$ cat config.mk
export PLATFORM = sky130hd
export DESIGN_NAME = pos_frame_reader
export DESIGN_NICKNAME = d
export VERILOG_FILES = /design/src/rtl/pos_frame_pkg.sv /design/src/rtl/pos_byte_tx.sv /design/src/rtl/pos_frame_reader.sv
export SDC_FILE = /design/constraint.sdc
export NUM_CORES = 1
export LEC_CHECK = 0
export BUFFER_PORTS_ARGS = -buffer_cell sky130_fd_sc_hd__buf_2
export CAP_MARGIN = 20
export CORE_UTILIZATION = 30
export DETAILED_ROUTE_END_ITERATION = 6
export GPL_ROUTABILITY_DRIVEN = 0
export PLACE_DENSITY = 0.58
export SYNTH_ARGS = -nofsm -noshare
export SYNTH_HDL_FRONTEND = slang
export SYNTH_SLANG_ARGS = --single-unit
$ cat constraint.sdc
create_clock -name clk -period 7.8 [get_ports clk]
set_clock_uncertainty 0.1 [all_clocks]
set_input_delay 1.17 -clock clk [delete_from_list [all_inputs] [get_ports clk]]
set_output_delay 1.17 -clock clk [all_outputs]
set_load 0.01 [all_outputs]
$ cat src/rtl/pos_frame_pkg.sv
// Shared constants, state encoding and helpers for the point-FIFO frame reader.
package pos_frame_pkg;
    localparam int         FRAME_POINTS_DEF = 811;
    localparam int         USEDW_W_DEF      = 11;
    localparam logic [7:0] HDR0_DEF         = 8'hAA;
    localparam logic [7:0] HDR1_DEF         = 8'h55;

    typedef enum logic [2:0] {
        ST_IDLE,
        ST_HDR,
        ST_RDREQ,
        ST_RDWAIT,
        ST_SEND,
        ST_CHK
    } state_t;

    // Modulo-256 sum of the four bytes of a word.
    function automatic logic [7:0] byte_sum4(input logic [31:0] w);
        return w[31:24] + w[23:16] + w[15:8] + w[7:0];
    endfunction
endpackage

$ cat src/rtl/pos_byte_tx.sv
// Word-to-byte serializer (MSB first) with valid/ready hold; sends last_idx+1 bytes per load.
module pos_byte_tx
    import pos_frame_pkg::*;
(
    input  logic        clk,
    input  logic        rst,
    input  logic        load,
    input  logic [31:0] word,
    input  logic [1:0]  last_idx,
    input  logic        tx_ready,
    output logic        tx_valid,
    output logic [7:0]  tx_data,
    output logic        done
);
    logic [31:0] word_q, word_d;
    logic [1:0]  idx_q, idx_d, last_q, last_d;
    logic        active_q, active_d;
    logic        fire;

    // done must not depend on load: the parent decides its next load from done.
    assign fire = active_q && tx_ready;
    assign done = fire && (idx_q == last_q);

    always_comb begin
        word_d   = word_q;
        idx_d    = idx_q;
        last_d   = last_q;
        active_d = active_q;
        if (load) begin
            word_d   = word;
            idx_d    = 2'd0;
            last_d   = last_idx;
            active_d = 1'b1;
        end else if (fire) begin
            if (idx_q == last_q) active_d = 1'b0;
            else                 idx_d    = idx_q + 2'd1;
        end
    end

    always_ff @(posedge clk or negedge rst) begin
        if (!rst) begin
            word_q   <= '0;
            idx_q    <= '0;
            last_q   <= '0;
            active_q <= 1'b0;
        end else begin
            word_q   <= word_d;
            idx_q    <= idx_d;
            last_q   <= last_d;
            active_q <= active_d;
        end
    end

    assign tx_valid = active_q;
    assign tx_data  = word_q[{~idx_q, 3'b000} +: 8];
endmodule

$ cat src/rtl/pos_frame_reader.sv
// Drains one buffered scan frame from the point FIFO and emits header/count/payload/checksum bytes.
module pos_frame_reader
    import pos_frame_pkg::*;
#(
    parameter int         FRAME_POINTS = FRAME_POINTS_DEF,
    parameter int         USEDW_W      = USEDW_W_DEF,
    parameter logic [7:0] HDR0         = HDR0_DEF,
    parameter logic [7:0] HDR1         = HDR1_DEF
) (
    input  logic               clk,
    input  logic               rst,
    input  logic               enable,
    input  logic [USEDW_W-1:0] fifo_usedw,
    output logic               fifo_rdreq,
    input  logic [31:0]        fifo_rddata,
    output logic [7:0]         tx_data,
    output logic               tx_valid,
    input  logic               tx_ready,
    output logic               busy,
    output logic               frame_done,
    output logic               frame_err,
    output logic [15:0]        frame_cnt
);
    localparam logic [15:0] FP16 = 16'(FRAME_POINTS);

    state_t      state_q, state_d;
    logic [15:0] words_q, words_d, frame_cnt_q, frame_cnt_d;
    logic [7:0]  chk_q, chk_d;
    logic        done_q, done_d, err_q, err_d;
    logic        ld, ser_done;
    logic [31:0] ld_word;
    logic [1:0]  ld_last;

    always_comb begin
        state_d     = state_q;
        words_d     = words_q;
        frame_cnt_d = frame_cnt_q;
        chk_d       = chk_q;
        done_d      = 1'b0;
        err_d       = 1'b0;
        ld          = 1'b0;
        ld_word     = '0;
        ld_last     = 2'd3;
        fifo_rdreq  = 1'b0;
        case (state_q)
            ST_IDLE: begin
                if (enable && 32'(fifo_usedw) >= FRAME_POINTS) begin
                    ld      = 1'b1;
                    ld_word = {HDR0, HDR1, FP16};
                    words_d = '0;
                    // checksum covers the count bytes, so seed it with them
                    chk_d   = FP16[15:8] + FP16[7:0];
                    state_d = ST_HDR;
                end
            end
            ST_HDR: if (ser_done) state_d = ST_RDREQ;
            ST_RDREQ: begin
                if (fifo_usedw == '0) begin
                    err_d   = 1'b1;
                    state_d = ST_IDLE;
                end else begin
                    fifo_rdreq = 1'b1;
                    state_d    = ST_RDWAIT;
                end
            end
            ST_RDWAIT: begin
                ld      = 1'b1;
                // wire order is pos first, then gray
                ld_word = {fifo_rddata[15:0], fifo_rddata[31:16]};
                words_d = words_q + 16'd1;
                chk_d   = chk_q + byte_sum4(fifo_rddata);
                state_d = ST_SEND;
            end
            ST_SEND: begin
                if (ser_done) begin
                    if (words_q < FP16) begin
                        state_d = ST_RDREQ;
                    end else begin
                        ld      = 1'b1;
                        ld_word = {chk_q, 24'd0};
                        ld_last = 2'd0;
                        state_d = ST_CHK;
                    end
                end
            end
            ST_CHK: begin
                if (ser_done) begin
                    done_d      = 1'b1;
                    frame_cnt_d = frame_cnt_q + 16'd1;
                    state_d     = ST_IDLE;
                end
            end
            default: state_d = ST_IDLE;
        endcase
    end

    always_ff @(posedge clk or negedge rst) begin
        if (!rst) begin
            state_q     <= ST_IDLE;
            words_q     <= '0;
            frame_cnt_q <= '0;
            chk_q       <= '0;
            done_q      <= 1'b0;
            err_q       <= 1'b0;
        end else begin
            state_q     <= state_d;
            words_q     <= words_d;
            frame_cnt_q <= frame_cnt_d;
            chk_q       <= chk_d;
            done_q      <= done_d;
            err_q       <= err_d;
        end
    end

    pos_byte_tx u_tx (
        .clk      (clk),
        .rst      (rst),
        .load     (ld),
        .word     (ld_word),
        .last_idx (ld_last),
        .tx_ready (tx_ready),
        .tx_valid (tx_valid),
        .tx_data  (tx_data),
        .done     (ser_done)
    );

    assign busy       = (state_q != ST_IDLE);
    assign frame_done = done_q;
    assign frame_err  = err_q;
    assign frame_cnt  = frame_cnt_q;
endmodule

==> results of run 1 <==
-- per-stage QoR --
stage / hold slack [ns] / worst slack [ns]
floorplan: 0.344 / 3.47
detailed placement: 0.361 / 3.15
CTS: 0.375 / 3.53
global placement: 0.358 / 3.19
global route: 0.402 / 3.23
finish: 0.369 / 3.52
-- metal layers --
| layer | vias to the layer above | global-route usage | routed length, um |
|---|---|---|---|
| li1 | 1889 | - | - |
| met1 | 1994 | 0.211 | 5760 |
| met2 | 93 | 0.279 | 5990 |
| met3 | 10 | 0.0362 | 542 |
| met4 | 0 | 0.0415 | 123 |
| met5 | - | 0 | 0 |
-- cell usage after synthesis, types with 3 or more instances --
cell / n / area (um^2)
fa_1: 20 / 400
nor2_1: 50 / 188
o21a_1: 3 / 22.5
mux4_2: 7 / 158
a22oi_1: 4 / 30.0
inv_1: 61 / 229
o221ai_1: 7 / 61.3
o21ai_0: 19 / 95.1
a21oi_1: 12 / 60.1
o211ai_1: 3 / 22.5
nand2b_1: 5 / 31.3
dfrtp_1: 81 / 2030
a31oi_1: 18 / 113
buf_1: 7 / 26.3
ha_1: 10 / 125
nor4_1: 5 / 31.3
and3_1: 5 / 31.3
xnor2_1: 20 / 175
and4_1: 5 / 43.8
a221o_1: 3 / 30.0
nand2_1: 36 / 135
a211oi_1: 8 / 60.1
a21o_1: 3 / 22.5
nand4_1: 10 / 62.6
xor2_1: 5 / 43.8
clkbuf_1: 13 / 48.8
nor3_1: 14 / 70.1
nand3_1: 35 / 175
-- power by group --
part	switching (mW)	total [mW]	internal (mW)	leakage (nW)
clock	0.179	0.492	0.313	0.162
combinational	0.430	0.781	0.351	1.57
sequential	0.155	0.714	0.559	1.02
-- flip-flops by register name, summed over array words and instances (netlist names), 2 cells and up --
signal and cells:
frame_cnt 16, state_q 3, words_q 16, chk_q 8, u_tx.word_q 32, u_tx.idx_q 2
-- cells by family after synthesis --
group,Yosys count,synth area share
xor gates and xnor gates,25,0.0453
muxes,10,0.0425
AOI/OAI and AO/OA,94,0.136
buffers and inverters,84,0.0666
and+or+nand+nor,179,0.181
DFF,81,0.420
adders and majority gates,30,0.109
-- layout make-up --
type	count	share of cell area
tap	216	0.0466
sequential	81	0.349
inverter	61	0.0395
multi-input combinational	338	0.428
clock buffer	9	0.0388
timing repair buffer	82	0.0776
clock inverter	7	0.0205
-- worst min path at each step --
stage                    startpoint               to
floorplan           u_tx.word_q[24]  u_tx.word_q[24]
global placement      frame_cnt[15]    frame_cnt[15]
detailed placement    frame_cnt[15]    frame_cnt[15]
CTS                   frame_cnt[15]    frame_cnt[15]
global route          frame_cnt[15]    frame_cnt[15]
finish                frame_cnt[15]    frame_cnt[15]
==> results.sh, run 1 <==
export IMPL_crit_start="fifo_rddata[1]"
export IMPL_hold_viol=0
export IMPL_drive_gt1_frac=0.192
export IMPL_multi_input_area_um2=2480
export IMPL_cp_start_kind="input pin"
export IMPL_fmaxAchievable_mhz=234
export IMPL_path_cells="buf_2, inv_1, fa_1, fa_1, fa_1, inv_1, ha_1, fa_1, a211oi_1, o21ai_0, a21oi_1, xnor2_1, o21ai_0"
export IMPL_port_buffers=75
export IMPL_synth_flop_cell="dfrtp_1"
export IMPL_regToRegSetupSlack_ns=4.59
export IMPL_tightest_slew_ns=0.880
export IMPL_row_count=46
export IMPL_synth_seq_cells=81
export IMPL_dpl_cell_count=777
export IMPL_crit_fanout=3
export IMPL_htreeDepth=3
export IMPL_syn_inst=503
export IMPL_layout_common_cells="dfrtp_1 (81), buf_2 (74), inv_1 (61), nor2_1 (50), nand2_1 (36)"
export IMPL_worst_path_buf_inv=3
export IMPL_wl_per_cell_um=15.6
export IMPL_peakVddDrop_uv=147
export IMPL_placed_area_um2=5430
export IMPL_drcViolationCount=0
export IMPL_final_util=0.367
export IMPL_root_buffer="clkbuf_16"
export IMPL_p_leak_nw=2.75
export IMPL_cts_path_max_buffers=2
export IMPL_yosysSeqAreaShare=0.420
export IMPL_finalCritPeriodShare=0.549
export IMPL_rsz0062_at_grt="false"
export IMPL_grt_pass1_vias=4179
export IMPL_fin_nets=650
export IMPL_fillers=1604
export IMPL_final_setup_viol_count=0
export IMPL_power_mw=1.99
export IMPL_via_per_inst=5.02
export IMPL_crit_end="chk_q[7]"
export IMPL_grt_pass1_wl_um=21000
export IMPL_grt_max_degree=82
export IMPL_mostFrequentLayoutCell="dfrtp_1"
export IMPL_postSynthAreaPerCell_um2=9.60
export IMPL_slowest_stage="fa_1"
export IMPL_hold_buffers=0
export IMPL_status="completed"
export IMPL_clock_latency_ns=0.35
export IMPL_r2r_end="u_tx.word_q[26]"
export IMPL_area_growth_pct=20.1
export IMPL_die_area_um2=16600
export IMPL_path_clk_slew_ns=0.06
export IMPL_dr_pass1_iters=4
export IMPL_rr_startpoint="u_tx.idx_q[0]"
export IMPL_die_h_um=129
export IMPL_crit_path_end_kind="flop"
export IMPL_powerDensity_nw_per_um2=342
export IMPL_async_flop_share=1.00
export IMPL_synth_edff_count=0
export IMPL_cts_resized=0
export IMPL_diodes=0
export IMPL_cp_num_cells=13
export IMPL_slew_viol_final=0
export IMPL_drv_cap=0
export IMPL_cp_data_required_time_ns=7.90
export IMPL_slew_headroom=0.414
export IMPL_ff2ff_path_depth=6
export IMPL_antenna_left=0
export IMPL_routed_wl_um=12400
export IMPL_start_util=0.305
export IMPL_postLayoutCellArea_um2=5800
export IMPL_cts_buffers=9
export IMPL_cpMostUsedCell="fa_1"
export IMPL_dieWidth_um=129
export IMPL_slowest_delay_ns=0.57
export IMPL_setup_tns_final_ns=0
export IMPL_worstPathArrival_ns=4.38
export IMPL_drt_iter0_markers=251
export IMPL_period_needed_ns=4.28
export IMPL_clock_sinks=81
export IMPL_place_detailed_hpwl_um=8570
export IMPL_regArea_um2=2030
export IMPL_synthDistinctLibCells=56
export IMPL_hold_path_class="flop to flop"
export IMPL_vias=3986
export IMPL_ys_warn_count=0
export IMPL_io_pins=76
export IMPL_cts_tree="built"
export IMPL_critPathKind="input pin to flop"
export IMPL_grt_usage=0.164
export IMPL_syn_num_nets=580
export IMPL_whs_path_depth=1
export IMPL_antenna_found_initial=0
export IMPL_post_cts_setup_buffers=0
export IMPL_cpLargestDelayFamily="adder cells"
export IMPL_synth_area_um2=4830
export IMPL_fin_cells=794
export IMPL_coreArea_um2=15800
export IMPL_grt_ovfl_total=0
No activity file was read; power rests on OpenSTA's default activity.
==> run 2: changes to the inputs <==
--- a/config.mk
+++ b/config.mk
@@ -10,7 +10,7 @@
 export CORE_UTILIZATION = 30
 export DETAILED_ROUTE_END_ITERATION = 6
 export GPL_ROUTABILITY_DRIVEN = 0
-export PLACE_DENSITY = 0.58
+export PLACE_DENSITY = 0.59
 export SYNTH_ARGS = -nofsm -noshare
 export SYNTH_HDL_FRONTEND = slang
 export SYNTH_SLANG_ARGS = --single-unit
==> constraint.sdc (replaced) <==
create_clock -name clk -period 3.6 [get_ports clk]
set_clock_uncertainty 0.1 [all_clocks]
set_input_delay 0.54 -clock clk [delete_from_list [all_inputs] [get_ports clk]]
set_output_delay 0.54 -clock clk [all_outputs]
set_load 0.01 [all_outputs]
==> run 2 against run 1 <==
Against the previous run: die area unchanged; total power up 110%; critical path depth is the same; worst hold slack worse by 0.30 ns; sequential share of layout area is 0.28 points lower; register-to-register slack got worse by 3.6 ns; worst setup slack worse by 3.3 ns; final area rose by 0.82%; sequential power increased by 110%; sequential cell count unchanged; critical endpoint unchanged; largest power group unchanged.
==> results.sh, run 2 (synthesized netlist as in run 1, its figures left out) <==
export IMPL_slew_headroom=0.286
export IMPL_layout_common_cells="dfrtp_1 (81), buf_2 (74), inv_1 (61), nor2_1 (50), nand2_1 (36)"
export IMPL_power_frac_comb=0.428
export IMPL_via_per_inst=5.02
export IMPL_regMostFlops="u_tx.word_q"
export IMPL_power_internal_mw=2.56
export IMPL_start_util=0.305
export IMPL_grt_usage=0.157
export IMPL_slowest_stage="fa_1"
export IMPL_cp_data_required_time_ns=3.72
export IMPL_diodes=0
export IMPL_finalCritPeriodShare=0.950
export IMPL_antenna_found_initial=0
export IMPL_vias=4051
export IMPL_routed_wl_um=12000
export IMPL_p_clk_frac=0.215
export IMPL_p_leak_nw=2.78
export IMPL_path_cells="buf_2, inv_1, fa_1, fa_1, fa_1, inv_1, ha_1, fa_2, a211oi_2, o21ai_1, a21oi_1, xnor2_1, o21ai_0"
export IMPL_critPathKind="input pin to flop"
export IMPL_powerDensity_nw_per_um2=719
export IMPL_rsz0062_at_grt="false"
export IMPL_ff2ff_path_depth=6
export IMPL_fin_cells=807
export IMPL_grt_pass1_vias=4078
export IMPL_whs_ns=0.0728
export IMPL_worst_path_buf_inv=3
export IMPL_coreArea_um2=15800
export IMPL_grt_max_degree=82
export IMPL_clock_latency_ns=0.34
export IMPL_root_buffer="clkbuf_16"
export IMPL_place_detailed_hpwl_um=8510
export IMPL_cp_start_kind="input pin"
export IMPL_cp_num_cells=13
export IMPL_dpl_cell_count=791
export IMPL_slew_viol_final=0
export IMPL_port_buffers=75
export IMPL_hold_path_class="input pin to async pin"
export IMPL_grt_ovfl_total=0
export IMPL_drive_gt1_frac=0.212
export IMPL_row_count=46
export IMPL_tightest_slew_ns=1.06
export IMPL_cts_buffers=9
export IMPL_period_needed_ns=3.42
export IMPL_crit_path_end_kind="flop"
export IMPL_io_pins=76
export IMPL_peakVddDrop_uv=299
export IMPL_cts_path_max_buffers=2
export IMPL_cpMostUsedCell="fa_1"
export IMPL_slowest_delay_ns=0.56
export IMPL_switching_share=0.391
export IMPL_fin_nets=664
export IMPL_wl_per_cell_um=14.9
export IMPL_dieWidth_um=129
export IMPL_largest_reg_flops=32
export IMPL_area_growth_pct=21.1
export IMPL_drt_iter0_markers=199
export IMPL_post_cts_setup_buffers=0
export IMPL_mostFrequentLayoutCell="dfrtp_1"
export IMPL_cpLargestDelayFamily="adder cells"
export IMPL_die_area_um2=16600
export IMPL_path_clk_slew_ns=0.06
export IMPL_hold_buffers=0
export IMPL_final_setup_viol_count=0
export IMPL_placed_area_um2=5540
export IMPL_power_mw=4.21
export IMPL_drv_cap=0
export IMPL_dr_pass1_iters=4
export IMPL_setup_tns_final_ns=0
export IMPL_die_h_um=129
export IMPL_grt_pass1_wl_um=20400
export IMPL_cts_tree="built"
export IMPL_antenna_left=0
export IMPL_worstPathArrival_ns=3.54
export IMPL_htreeDepth=3
export IMPL_switching_power_mw=1.65
export IMPL_status="completed"
export IMPL_seqPwrFrac=0.357
export IMPL_drcViolationCount=0
export IMPL_fmaxAchievable_mhz=292
export IMPL_crit_fanout=2
export IMPL_postLayoutCellArea_um2=5850
export IMPL_hold_viol=0
export IMPL_clock_sinks=81
## run 2: changes by cell type in the layout (fill, tap and decap cells not counted), sizes merged
cell,delta
clkbuf,+1
clkinv,-1
clkinvlp,+1
bufinv,-2
buf,+14
## run 2: final timing paths
kind,startpoint,end,slack [ns]
max reg2reg,words_q[0],u_tx.tx_valid,0.97
max,fifo_rddata[1],chk_q[7],0.18
min reg2reg,frame_cnt[15],frame_cnt[15],0.37
min,rst,u_tx.word_q[0],0.07
min in group clk,fifo_rddata[24],u_tx.word_q[8],0.35
max in group asynchronous,rst,u_tx.word_q[23],2.72
## run 2: stage by stage
stage / util / setup WS, ns
2_1_floorplan: - / 0.00454
6_report: 0.370 / 0.179
5_1_grt: 0.370 / 0.00361
4_1_cts: 0.368 / 0.125
3_3_place_gp: 0.350 / -0.193
3_5_place_dp: 0.350 / -0.224
## run 2: worst reg2reg max path: stages (launching register included)
cell and delay [ns]:
dfrtp_1 0.42, ha_1 0.26, o211ai_1 0.17, a31oi_1 0.20, o211a_1 0.27, nor3_1 0.81
o21ai_0 0.23
## run 2: power groups by stage
stage               registers [mW]  logic, mW  clock network [mW]
floorplan                     1.40       1.32                   0
global placement              1.49       1.78                   0
detailed placement            1.51       1.81                   0
CTS                           1.50       1.82               0.923
global route                  1.55       2.06               0.961
finish                        1.50       1.80               0.904
## run 2: area by class of cell
type	count	area, um^2
fill	1625	9980
multi-input combinational	338	2490
timing repair buffer	96	548
sequential	81	2030
clock inverter	5	57.6
inverter	61	229
clock buffer	10	229
tap	216	270
## run 2: timing repair
item                                    CTS  global route
endpoints found under the setup margin    0             1
resized for setup                         0             1
hold endpoints to repair                  0             0
## run 2: per-layer routing
layer	wire (um)	up-vias	track usage
met2	5600	120	0.257
met5	0	-	0
met3	614	15	0.0337
met4	194	0	0.0429
li1	-	1923	-
met1	5610	1993	0.208
==> run 3: changes to the inputs <==
--- a/config.mk
+++ b/config.mk
@@ -7,10 +7,10 @@
 export LEC_CHECK = 0
 export BUFFER_PORTS_ARGS = -buffer_cell sky130_fd_sc_hd__buf_2
 export CAP_MARGIN = 20
-export CORE_UTILIZATION = 30
+export CORE_UTILIZATION = 52
 export DETAILED_ROUTE_END_ITERATION = 6
 export GPL_ROUTABILITY_DRIVEN = 0
-export PLACE_DENSITY = 0.59
+export PLACE_DENSITY = 0.87
 export SYNTH_ARGS = -nofsm -noshare
 export SYNTH_HDL_FRONTEND = slang
 export SYNTH_SLANG_ARGS = --single-unit
==> constraint.sdc (replaced) <==
create_clock -name clk -period 3.6 [get_ports clk]
set_clock_uncertainty 0.1 [all_clocks]
set_input_delay 0.9 -clock clk [delete_from_list [all_inputs] [get_ports clk]]
set_output_delay 0.9 -clock clk [all_outputs]
set_load 0.01 [all_outputs]
==> run 3 against run 2 <==
Against the previous run: the flow now finishes with violations (design-rule violations, negative setup slack); first-iteration DRC count grew 19%; worst setup slack lost 0.27 ns; sequential power is essentially flat; global-route usage grew 11 points; count of clock-buffer cells in the layout grew 2; sequential cell count is the same; die area shrank 42%; final cell count shrank 11%; combinational power grew 19%.
==> results.sh, run 3 (synthesized netlist as in run 1, its figures left out) <==
export IMPL_period_needed_ns=3.69
export IMPL_critPathKind="input pin to flop"
export IMPL_htreeDepth=3
export IMPL_routed_wl_um=11900
export IMPL_dr_pass1_iters=7
export IMPL_port_buffers=75
export IMPL_whs_ns=0.307
export IMPL_pre_cts_slack_ns=-0.500
export IMPL_largest_reg_flops=32
export IMPL_worstPathArrival_ns=3.83
export IMPL_area_growth_pct=21.8
export IMPL_rsz0062_at_grt="true"
export IMPL_crit_path_end_kind="flop"
export IMPL_grt_pass1_wl_um=20100
export IMPL_fin_nets=681
export IMPL_grt_pass1_vias=4340
export IMPL_regToRegSetupSlack_ns=0.83
export IMPL_failed_checks="design-rule violations, negative setup slack"
export IMPL_path_clk_slew_ns=0.08
export IMPL_power_frac_comb=0.490
export IMPL_dieWidth_um=98.4
export IMPL_drcViolationCount=5
export IMPL_p_leak_nw=2.84
export IMPL_layout_common_cells="dfrtp_1 (81), buf_2 (72), nor2_1 (50), inv_1 (48), buf_4 (37)"
export IMPL_rr_startpoint="words_q[0]"
export IMPL_clock_latency_ns=0.36
export IMPL_io_pins=76
export IMPL_vias=4239
export IMPL_drive_gt1_frac=0.269
export IMPL_worst_slack_ns=-0.0879
export IMPL_switching_power_mw=1.74
export IMPL_wl_per_cell_um=16.6
export IMPL_slew_headroom=0.372
export IMPL_regMostFlops="u_tx.word_q"
export IMPL_via_per_inst=5.91
export IMPL_cts_tree="built"
export IMPL_die_area_um2=9680
export IMPL_mostFrequentLayoutCell="dfrtp_1"
export IMPL_hold_path_class="input pin to async pin"
export IMPL_finalCritPeriodShare=1.02
export IMPL_final_setup_viol_count=2
export IMPL_fillers=663
export IMPL_r2r_end="u_tx.tx_valid"
export IMPL_status="finished with violations"
export IMPL_root_buffer="clkbuf_8"
export IMPL_cts_path_max_buffers=2
export IMPL_p_clk_frac=0.169
export IMPL_cp_data_required_time_ns=3.74
export IMPL_coreArea_um2=8850
export IMPL_crit_fanout=2
export IMPL_grt_max_degree=82
export IMPL_powerDensity_nw_per_um2=742
export IMPL_peakVddDrop_uv=406
export IMPL_ff2ff_path_depth=7
export IMPL_clock_sinks=81
export IMPL_tightest_slew_ns=0.935
export IMPL_regArea_um2=2030
export IMPL_antenna_left=0
export IMPL_drt_iter0_markers=236
export IMPL_hold_viol=0
export IMPL_seqPwrFrac=0.342
export IMPL_fmaxAchievable_mhz=271
export IMPL_cts_buffers=9
export IMPL_final_util=0.665
export IMPL_place_detailed_hpwl_um=8250
export IMPL_power_internal_mw=2.62
export IMPL_multi_input_area_um2=2570
export IMPL_grt_usage=0.265
export IMPL_setup_tns_final_ns=-0.163
export IMPL_cp_start_kind="input pin"
export IMPL_switching_share=0.400
export IMPL_antenna_found_initial=0
export IMPL_die_h_um=98.4
export IMPL_diodes=0
export IMPL_start_util=0.546
export IMPL_grt_ovfl_total=0
export IMPL_row_count=34
export IMPL_slew_viol_final=0
export IMPL_drv_cap=0
[run 3: how the worst max path moves through the flow]
stage | from | slack (ns) | depth (start not counted) | to
after floorplan | fifo_rddata[9] | -0.20 | 12 | chk_q[7]
after global placement | fifo_rddata[10] | -0.43 | 14 | chk_q[7]
after detailed placement | fifo_rddata[10] | -0.50 | 14 | chk_q[7]
after CTS | fifo_rddata[10] | -0.09 | 14 | chk_q[7]
after global routing | fifo_rddata[9] | -0.20 | 13 | chk_q[7]
final | fifo_rddata[9] | -0.09 | 14 | chk_q[5]
[run 3: power groups by stage]
| stage | logic, mW | registers, mW | clock network, mW |
|---|---|---|---|
| after floorplan | 1.42 | 1.40 | 0 |
| after global placement | 1.92 | 1.47 | 0 |
| after detailed placement | 2.02 | 1.49 | 0 |
| after CTS | 2.07 | 1.48 | 0.741 |
| after global routing | 2.38 | 1.54 | 0.786 |
| final | 2.14 | 1.49 | 0.736 |
[run 3: area by class of cell]
| class | count | share of cell area |
|---|---|---|
| clock inverter | 4 | 0.0130 |
| clock buffer | 12 | 0.0230 |
| tap | 108 | 0.0230 |
| sequential | 81 | 0.345 |
| multi-input combinational | 338 | 0.437 |
| timing repair buffer | 113 | 0.119 |
| inverter | 61 | 0.0402 |
[run 3: worst max-delay path, stage by stage]
cell and delay (ns):
buf_6 0.08, inv_2 0.03, fa_1 0.56, fa_1 0.44
fa_1 0.52, inv_2 0.05, ha_4 0.16, fa_2 0.36
buf_4 0.14, buf_6 0.11, a21oi_2 0.11, nor2_1 0.05
nor3_1 0.22, o21ai_1 0.09
[run 3: layer usage]
layer | wire (um) | track usage | vias up
li1 | - | - | 1962
met1 | 4730 | 0.317 | 2095
met2 | 6170 | 0.466 | 159
met3 | 761 | 0.0709 | 23
met4 | 215 | 0.0815 | 0
met5 | 0 | 0 | -
[run 3: stage by stage]
step	area [um^2]	total power, mW	cells
3_3_place_gp	5580	3.39	698
5_1_grt	5880	4.70	717
4_1_cts	5830	4.30	715
2_1_floorplan	4900	2.82	503
3_5_place_dp	5590	3.51	699
6_report	5880	4.36	717
[run 3: what timing repair did]
item | CTS | global route
buffers inserted | 0 | 1
pin swaps | 0 | 9
setup endpoints to repair | 1 | 4
resized for setup | 6 | 12
hold buffers | 0 | 0
